**src/rtl/prime_search_if.sv**
```systemverilog
// Tester and prime-stream signals between prime_search (master) and its environment (slave).
interface prime_search_if #(
   parameter int unsigned WIDTH = 64
) ();
   logic [WIDTH-1:0] test_x;
   logic             test_rst;
   logic             test_composite;
   logic             test_prime;
   logic [WIDTH-1:0] prime_data;
   logic             prime_valid;
   logic             prime_ready;

   modport master (
      output test_x, test_rst, prime_data, prime_valid,
      input  test_composite, test_prime, prime_ready
   );

   modport slave (
      input  test_x, test_rst, prime_data, prime_valid,
      output test_composite, test_prime, prime_ready
   );
endinterface

```
**src/rtl/prime_search.sv**
```systemverilog
// Walks odd candidates upward from start_value, runs each through the external
// primality tester and streams accepted primes out on a valid/ready port.
module prime_search #(
   parameter int unsigned WIDTH          = 64,
   parameter int unsigned SETTLE_CYCLES  = 2,
   parameter int unsigned TIMEOUT_CYCLES = 4096
) (
   input  logic                clk,
   input  logic                rst,
   input  logic                start,
   input  logic [WIDTH-1:0]    start_value,
   input  logic [15:0]         count,
   input  logic                abort,
   prime_search_if.master      bus,
   output logic                busy,
   output logic                done,
   output logic                exhausted,
   output logic                timeout_err,
   output logic [31:0]         tested_cnt
);

   localparam int unsigned CNT_W  = 16;
   localparam int unsigned TCNT_W = 32;
   localparam int unsigned SUM_W  = WIDTH + 1;
   localparam int unsigned SW     = (SETTLE_CYCLES > 1) ? $clog2(SETTLE_CYCLES) : 1;
   localparam int unsigned WW     = (TIMEOUT_CYCLES > 1) ? $clog2(TIMEOUT_CYCLES) : 1;
   localparam logic [SW-1:0] SETTLE_LAST = SW'(SETTLE_CYCLES - 1);
   localparam logic [WW-1:0] WAIT_LAST   = WW'(TIMEOUT_CYCLES - 1);

   typedef enum logic [2:0] {IDLE, KICK, WAIT, EMIT, FIN} state_t;

   state_t             state_q, state_d;
   logic [WIDTH-1:0]   cand_q, cand_d;
   logic [CNT_W-1:0]   remaining_q, remaining_d;
   logic [SW-1:0]      settle_q, settle_d;
   logic [WW-1:0]      wait_q, wait_d;

   logic [WIDTH-1:0]   test_x_d, prime_data_d;
   logic               test_rst_d, prime_valid_d;
   logic               busy_d, done_d, exhausted_d, timeout_d;
   logic [TCNT_W-1:0]  tested_d;

   logic [WIDTH-1:0]   first_cand;
   logic [SUM_W-1:0]   adv_sum;
   logic [WIDTH-1:0]   adv_val;
   logic               adv_carry;
   logic               is_two;
   logic               advance;

   // First candidate: 2 for anything below 2, otherwise the lowest odd value >= start_value
   always_comb begin
      if (start_value < WIDTH'(2)) begin
         first_cand = WIDTH'(2);
      end else if (!start_value[0] && (start_value != WIDTH'(2))) begin
         first_cand = start_value + WIDTH'(1);
      end else begin
         first_cand = start_value;
      end
   end

   assign is_two    = (cand_q == WIDTH'(2));
   assign adv_sum   = {1'b0, cand_q} + SUM_W'(2);
   assign adv_val   = is_two ? WIDTH'(3) : adv_sum[WIDTH-1:0];
   assign adv_carry = !is_two && adv_sum[WIDTH];

   always_ff @(posedge clk or posedge rst) begin
      if (rst) begin
         state_q <= IDLE;
      end else begin
         state_q <= state_d;
      end
   end

   always_comb begin
      state_d       = state_q;
      cand_d        = cand_q;
      remaining_d   = remaining_q;
      settle_d      = settle_q;
      wait_d        = wait_q;
      test_x_d      = bus.test_x;
      test_rst_d    = bus.test_rst;
      prime_data_d  = bus.prime_data;
      prime_valid_d = bus.prime_valid;
      busy_d        = busy;
      done_d        = 1'b0;
      exhausted_d   = exhausted;
      timeout_d     = timeout_err;
      tested_d      = tested_cnt;
      advance       = 1'b0;

      unique case (state_q)
         IDLE: begin
            busy_d = 1'b0;
            if (start) begin
               busy_d      = 1'b1;
               exhausted_d = 1'b0;
               timeout_d   = 1'b0;
               tested_d    = '0;
               cand_d      = first_cand;
               remaining_d = count;
               if (count == CNT_W'(0)) begin
                  state_d = FIN;
                  done_d  = 1'b1;
               end else if (first_cand == WIDTH'(2)) begin
                  state_d       = EMIT;
                  prime_valid_d = 1'b1;
                  prime_data_d  = first_cand;
               end else begin
                  state_d    = KICK;
                  test_x_d   = first_cand;
                  test_rst_d = 1'b1;
                  settle_d   = '0;
                  tested_d   = TCNT_W'(1);
               end
            end
         end

         KICK: begin
            if (settle_q == SETTLE_LAST) begin
               state_d    = WAIT;
               test_rst_d = 1'b0;
               wait_d     = '0;
            end else begin
               settle_d = settle_q + SW'(1);
            end
         end

         // First WAIT cycle is skipped: the tester's flags are not meaningful right after restart
         WAIT: begin
            if ((wait_q != '0) && bus.test_composite) begin
               advance = 1'b1;
            end else if ((wait_q != '0) && bus.test_prime) begin
               state_d       = EMIT;
               prime_valid_d = 1'b1;
               prime_data_d  = cand_q;
            end else if (wait_q == WAIT_LAST) begin
               timeout_d = 1'b1;
               advance   = 1'b1;
            end else begin
               wait_d = wait_q + WW'(1);
            end
         end

         EMIT: begin
            if (bus.prime_ready) begin
               prime_valid_d = 1'b0;
               remaining_d   = remaining_q - CNT_W'(1);
               if (remaining_q == CNT_W'(1)) begin
                  state_d = FIN;
                  done_d  = 1'b1;
               end else begin
                  advance = 1'b1;
               end
            end
         end

         FIN: begin
            state_d = IDLE;
            busy_d  = 1'b0;
         end

         default: begin
            state_d = IDLE;
            busy_d  = 1'b0;
         end
      endcase

      // Shared candidate advance for rejects, timeouts and handshakes
      if (advance) begin
         if (adv_carry) begin
            exhausted_d = 1'b1;
            state_d     = FIN;
            done_d      = 1'b1;
         end else begin
            cand_d     = adv_val;
            state_d    = KICK;
            test_x_d   = adv_val;
            test_rst_d = 1'b1;
            settle_d   = '0;
            tested_d   = tested_cnt + TCNT_W'(1);
         end
      end

      if (busy && abort) begin
         state_d       = IDLE;
         prime_valid_d = 1'b0;
         busy_d        = 1'b0;
         done_d        = 1'b0;
      end

      if ((state_d == FIN) || (state_d == IDLE)) begin
         test_rst_d = 1'b1;
      end
   end

   always_ff @(posedge clk or posedge rst) begin
      if (rst) begin
         cand_q          <= '0;
         remaining_q     <= '0;
         settle_q        <= '0;
         wait_q          <= '0;
         bus.test_x      <= '0;
         bus.test_rst    <= 1'b1;
         bus.prime_data  <= '0;
         bus.prime_valid <= 1'b0;
         busy            <= 1'b0;
         done            <= 1'b0;
         exhausted       <= 1'b0;
         timeout_err     <= 1'b0;
         tested_cnt      <= '0;
      end else begin
         cand_q          <= cand_d;
         remaining_q     <= remaining_d;
         settle_q        <= settle_d;
         wait_q          <= wait_d;
         bus.test_x      <= test_x_d;
         bus.test_rst    <= test_rst_d;
         bus.prime_data  <= prime_data_d;
         bus.prime_valid <= prime_valid_d;
         busy            <= busy_d;
         done            <= done_d;
         exhausted       <= exhausted_d;
         timeout_err     <= timeout_d;
         tested_cnt      <= tested_d;
      end
   end

endmodule

```
**src/flat_wrapper.sv**
```systemverilog
// flat-port wrapper written by rule: the top's interface ports become plain ports
module prime_search_flat 
#(
   parameter int unsigned WIDTH          = 64,
   parameter int unsigned SETTLE_CYCLES  = 2,
   parameter int unsigned TIMEOUT_CYCLES = 4096
)
  (clk, rst, start, start_value, count, abort, busy, done, exhausted, timeout_err, tested_cnt, bus_test_x, bus_test_rst, bus_prime_data, bus_prime_valid, bus_test_composite, bus_test_prime, bus_prime_ready);
  prime_search_if #(.WIDTH(WIDTH)) bus_i ();
  input  logic clk;
  input  logic rst;
  input  logic start;
  input  logic [WIDTH-1:0] start_value;
  input  logic [15:0] count;
  input  logic abort;
  output logic busy;
  output logic done;
  output logic exhausted;
  output logic timeout_err;
  output logic [31:0] tested_cnt;
  output wire logic [$bits(bus_i.test_x)-1:0] bus_test_x;
  output wire logic [$bits(bus_i.test_rst)-1:0] bus_test_rst;
  output wire logic [$bits(bus_i.prime_data)-1:0] bus_prime_data;
  output wire logic [$bits(bus_i.prime_valid)-1:0] bus_prime_valid;
  input wire logic [$bits(bus_i.test_composite)-1:0] bus_test_composite;
  input wire logic [$bits(bus_i.test_prime)-1:0] bus_test_prime;
  input wire logic [$bits(bus_i.prime_ready)-1:0] bus_prime_ready;
  assign bus_test_x = bus_i.test_x;
  assign bus_test_rst = bus_i.test_rst;
  assign bus_prime_data = bus_i.prime_data;
  assign bus_prime_valid = bus_i.prime_valid;
  assign bus_i.test_composite = bus_test_composite;
  assign bus_i.test_prime = bus_test_prime;
  assign bus_i.prime_ready = bus_prime_ready;
  prime_search #(.WIDTH(WIDTH), .SETTLE_CYCLES(SETTLE_CYCLES), .TIMEOUT_CYCLES(TIMEOUT_CYCLES)) u_core (.clk(clk), .rst(rst), .start(start), .start_value(start_value), .count(count), .abort(abort), .bus(bus_i), .busy(busy), .done(done), .exhausted(exhausted), .timeout_err(timeout_err), .tested_cnt(tested_cnt));
endmodule
```
**config.mk**
```make
export PLATFORM = sky130hd
export DESIGN_NAME = prime_search_flat
export DESIGN_NICKNAME = d
export VERILOG_FILES = /design/src/rtl/prime_search_if.sv /design/src/rtl/prime_search.sv /design/src/flat_wrapper.sv
export SDC_FILE = /design/constraint.sdc
export NUM_CORES = 1
export LEC_CHECK = 0
export BUFFER_PORTS_ARGS = -buffer_cell sky130_fd_sc_hd__buf_2
export CORE_MARGIN = 2
export CORE_UTILIZATION = 30
export CTS_BUF_LIST = sky130_fd_sc_hd__clkbuf_2
export CTS_CLUSTER_DIAMETER = 200
export DETAILED_ROUTE_END_ITERATION = 6
export PLACE_DENSITY_LB_ADDON = 0.1
export SLEW_MARGIN = 20
export SYNTH_ARGS = -nofsm -noshare
export SYNTH_HDL_FRONTEND = slang
export SYNTH_SLANG_ARGS = --single-unit
```
**constraint.sdc**
```tcl
create_clock -name clk -period 11.2 [get_ports clk]
set_input_delay 1.12 -clock clk [delete_from_list [all_inputs] [get_ports clk]]
set_output_delay 1.12 -clock clk [all_outputs]
set_load 0.01 [all_outputs]
```
==> impl_results.md <==
- Status: completed
- Mapped cell area: 0.0149 sq mm
- Slew Limit Headroom: 0.266
- Leakage: between 7 and 8 nW
- Share of post-route cells with drive strength above 1: 0.210
- Die W: 227 um
- Initial antenna violation count: 5
- Inst Count DP: 2521
- Final Max Tran Viols: 0
- Post-CTS Resized: 0
- Final Wtd Congestion: around 0.84
- Reg clk slew, reported paths: 0.08 ns
- Initial Util: 0.304
- Crit Path Max Fanout: 73
- Largest net degree at the start of global routing: 96
- Reg-to-reg setup timing slack: roughly 6.5 ns
- Most frequent cells after synthesis: dfrtp_1, nand2_1, nor2_1
- Final worst-path cycle share: 0.420
- Area Overhead vs Synth: 16.4%
- Port Buf Inserts: 252
- CTS Hold Bufs: 0
- Setup TNS: 0 ns
- DIE HEIGHT: 227 um
- Total CTS buffers: 82
- Nets@finish: between 2000 and 2500
- Synth top area share: 0.438
- FILL cells: 5266
- Seq/Total Area, Yosys: 0.440
- CP Capture Type: flop
- Synth warn: 0
- Crit path required time: between 10 and 15 ns
- 1st-iter DRT viols: approximately 1200
- CTS tree: built
- Max cap viols: 0
- First-pass DRT Iterations: 6
- Max frequency: 0.213 GHz
- Total Routing Usage GR: 0.238
- Residual DRC count: 0
- Congestion Overflow GR: 0
- Most common cell in the netlist: dfrtp_1
- Instance count of the mapped netlist: 1714
- Synth unique cells: around 80
- Final cell count without fillers: 2658
- Vias post-DR: 14600
- Worst setup SP type: flop
- Max H-tree Level: 3
- Io pins: 253
- Final setup skew: 0.0903 ns
- Worst r2r dst: u_core.cand_q[20]$_DFF_PP0_
- FFs w/ async S/R, synth: 1.00
- Synth top area cells: dfrtp_1, nand2_1, nor2_1
- Ys flop type: dfrtp_1
- Clock Tree Root: clkbuf_2
- Routed len/inst: approximately 23 um
- Core box area: approximately 0.049 sq mm
- Syn Nets: 1809
- Longest Clk Path Bufs: 3
- R2R depth: 8
- Die ar.: 0.0514 sq mm
- CP Class: flop to flop
- Worst-skew pair later-pin latency: 1.05 ns
- RSZ-0062 raised after global routing: false
- Final setup fails: 0
- Post-CTS Setup Repair Bufs: 0
- Power Dens Cells: about 260 mW/mm^2
- Global-route wire length before repair: approximately 92 mm
- Routed WL: 61.3 mm
- Final Hold Fails: 0
- Worst r2r src: u_core.cand_q[13]$_DFF_PP0_
- Max rail drop VDD: 101 uV
- Critical Path AT: roughly 5.6 ns
- Yosys top cell by area: dfrtp_1
- ANT nets after route: 0
- Post-synth EDFFs: 0
- Via density: 5.51
- Hold Crit Class: input port to async pin
- Syn Area/Cell: 8.69 sq um
- Pin slew with the least headroom to its limit: 1.09 ns
- Sink Count: 262
- Core Rows: 81
- Vias in the first global route: 14400
- Tmin final: 4.70 ns
- HPWL Detailed: 42.6 mm
- Number of synthesized register bits: 262
[sequential cells by signal, indices dropped and copies added, names as in the netlist]
register and count:
u_core.bus.prime_data 64, u_core.bus.prime_valid 1, u_core.bus.test_rst 1, u_core.bus.test_x 64
u_core.busy 1, u_core.cand_q 64, u_core.done 1, u_core.exhausted 1
u_core.remaining_q 16, u_core.settle_q 1, u_core.state_q 3, u_core.tested_cnt 32
u_core.timeout_err 1, u_core.wait_q 12
[through the flow]
step / utilization / area, sq um / hold slack, ns / total power, W / setup WS, ns
2_1_floorplan: - / 14900 / 0.463 / 0.00294 / 2.87
3_3_place_gp: 0.341 / 16700 / 0.461 / 0.00373 / 5.91
3_5_place_dp: 0.341 / 16700 / 0.466 / 0.00376 / 5.98
4_1_cts: 0.354 / 17300 / 0.131 / 0.00452 / 6.56
5_1_grt: 0.354 / 17300 / 0.100 / 0.00482 / 6.23
6_report: 0.354 / 17300 / 0.175 / 0.00448 / 6.50
[metal layers]
layer	routed length, um	GRT usage	up-vias	share of wire
li1	-	-	6771	-
met1	27400	0.328	7180	0.45
met2	27700	0.365	574	0.45
met3	4320	0.0522	112	0.070
met4	1840	0.0864	0	0.030
met5	0	0	-	0
[report_power, final]
part,internal [W],total [W],leakage (nW),switching [W]
registers,0.00134,0.00184,3.21,0.000504
clock network,0.000279,0.000740,0.505,0.000460
logic,0.000732,0.00190,3.54,0.00117
total,0.00235,0.00448,7.26,0.00213
[logic make-up (layout without fill, tap and decap cells)]
kind of cell	count (synthesis)	count (layout)	synth area share
fa+ha+maj	8	8	0.00672
buf+inv	158	430	0.0428
xor+xnor	102	102	0.0600
mux	55	55	0.0370
other cells	0	8	0
flops	262	262	0.440
simple gates	729	729	0.237
compound gates	400	400	0.176
[worst max path at each step]
| stage | start | to | slack [ns] | cells after the start |
|---|---|---|---|---|
| CTS | u_core.cand_q[13]$_DFF_PP0_ | u_core.cand_q[20]$_DFF_PP0_ | 6.56 | 8 |
| detailed placement | start_value[17] | u_core.bus.prime_data[63]$_DFFE_PP0P_ | 5.98 | 9 |
| finish | u_core.cand_q[13]$_DFF_PP0_ | u_core.cand_q[20]$_DFF_PP0_ | 6.50 | 8 |
| floorplan | rst | u_core.bus.prime_data[0]$_DFFE_PP0P_ | 2.87 | 1 |
| global route | u_core.cand_q[13]$_DFF_PP0_ | u_core.cand_q[20]$_DFF_PP0_ | 6.23 | 8 |
| global placement | start_value[17] | u_core.bus.prime_data[37]$_DFFE_PP0P_ | 5.91 | 9 |
[worst max-delay path, cell delays in order, from the launching register on]
cell,delay (ns)
dfrtp_1,0.60
nand4_1,0.21
nor3_1,0.37
nand4_1,0.48
nor3_2,1.00
or3_4,0.86
buf_4,0.56
nor2_1,0.14
a311o_1,0.34
[area by class of cell]
class	count	area, sq um	area share
Clock inverter	22	116	0.00671
Antenna cell	8	20.0	0.00115
Clock buffer	107	536	0.0309
Sequential cell	262	6560	0.378
Tap cell	664	831	0.0479
Inverter	30	120	0.00692
Multi-Input combinational cell	1294	7760	0.447
Timing Repair Buffer	271	1400	0.0809
[placed cells by master, fill, tap and decap left out, drive strengths merged, types with 8 or more instances in the layout]
cell type and count:
nor3 42, nand3 66, and3 18, ha 8, xor2 49, nand2 232, nor4 64, or4 10
nor2 176, clkinv 17, nand4 50, and2 9, o211ai 11, nor3b 8, a21oi 55, a31oi 39
o21ai 102, a221oi 9, clkbuf 107, o22ai 64, and4 16, inv 33, buf 271, xnor2 53
diode 8, o32ai 16, dfrtp 261, a22oi 21, or3 10, o31ai 20, mux2i 55
Note: power is estimated with default switching activity, not from simulation.
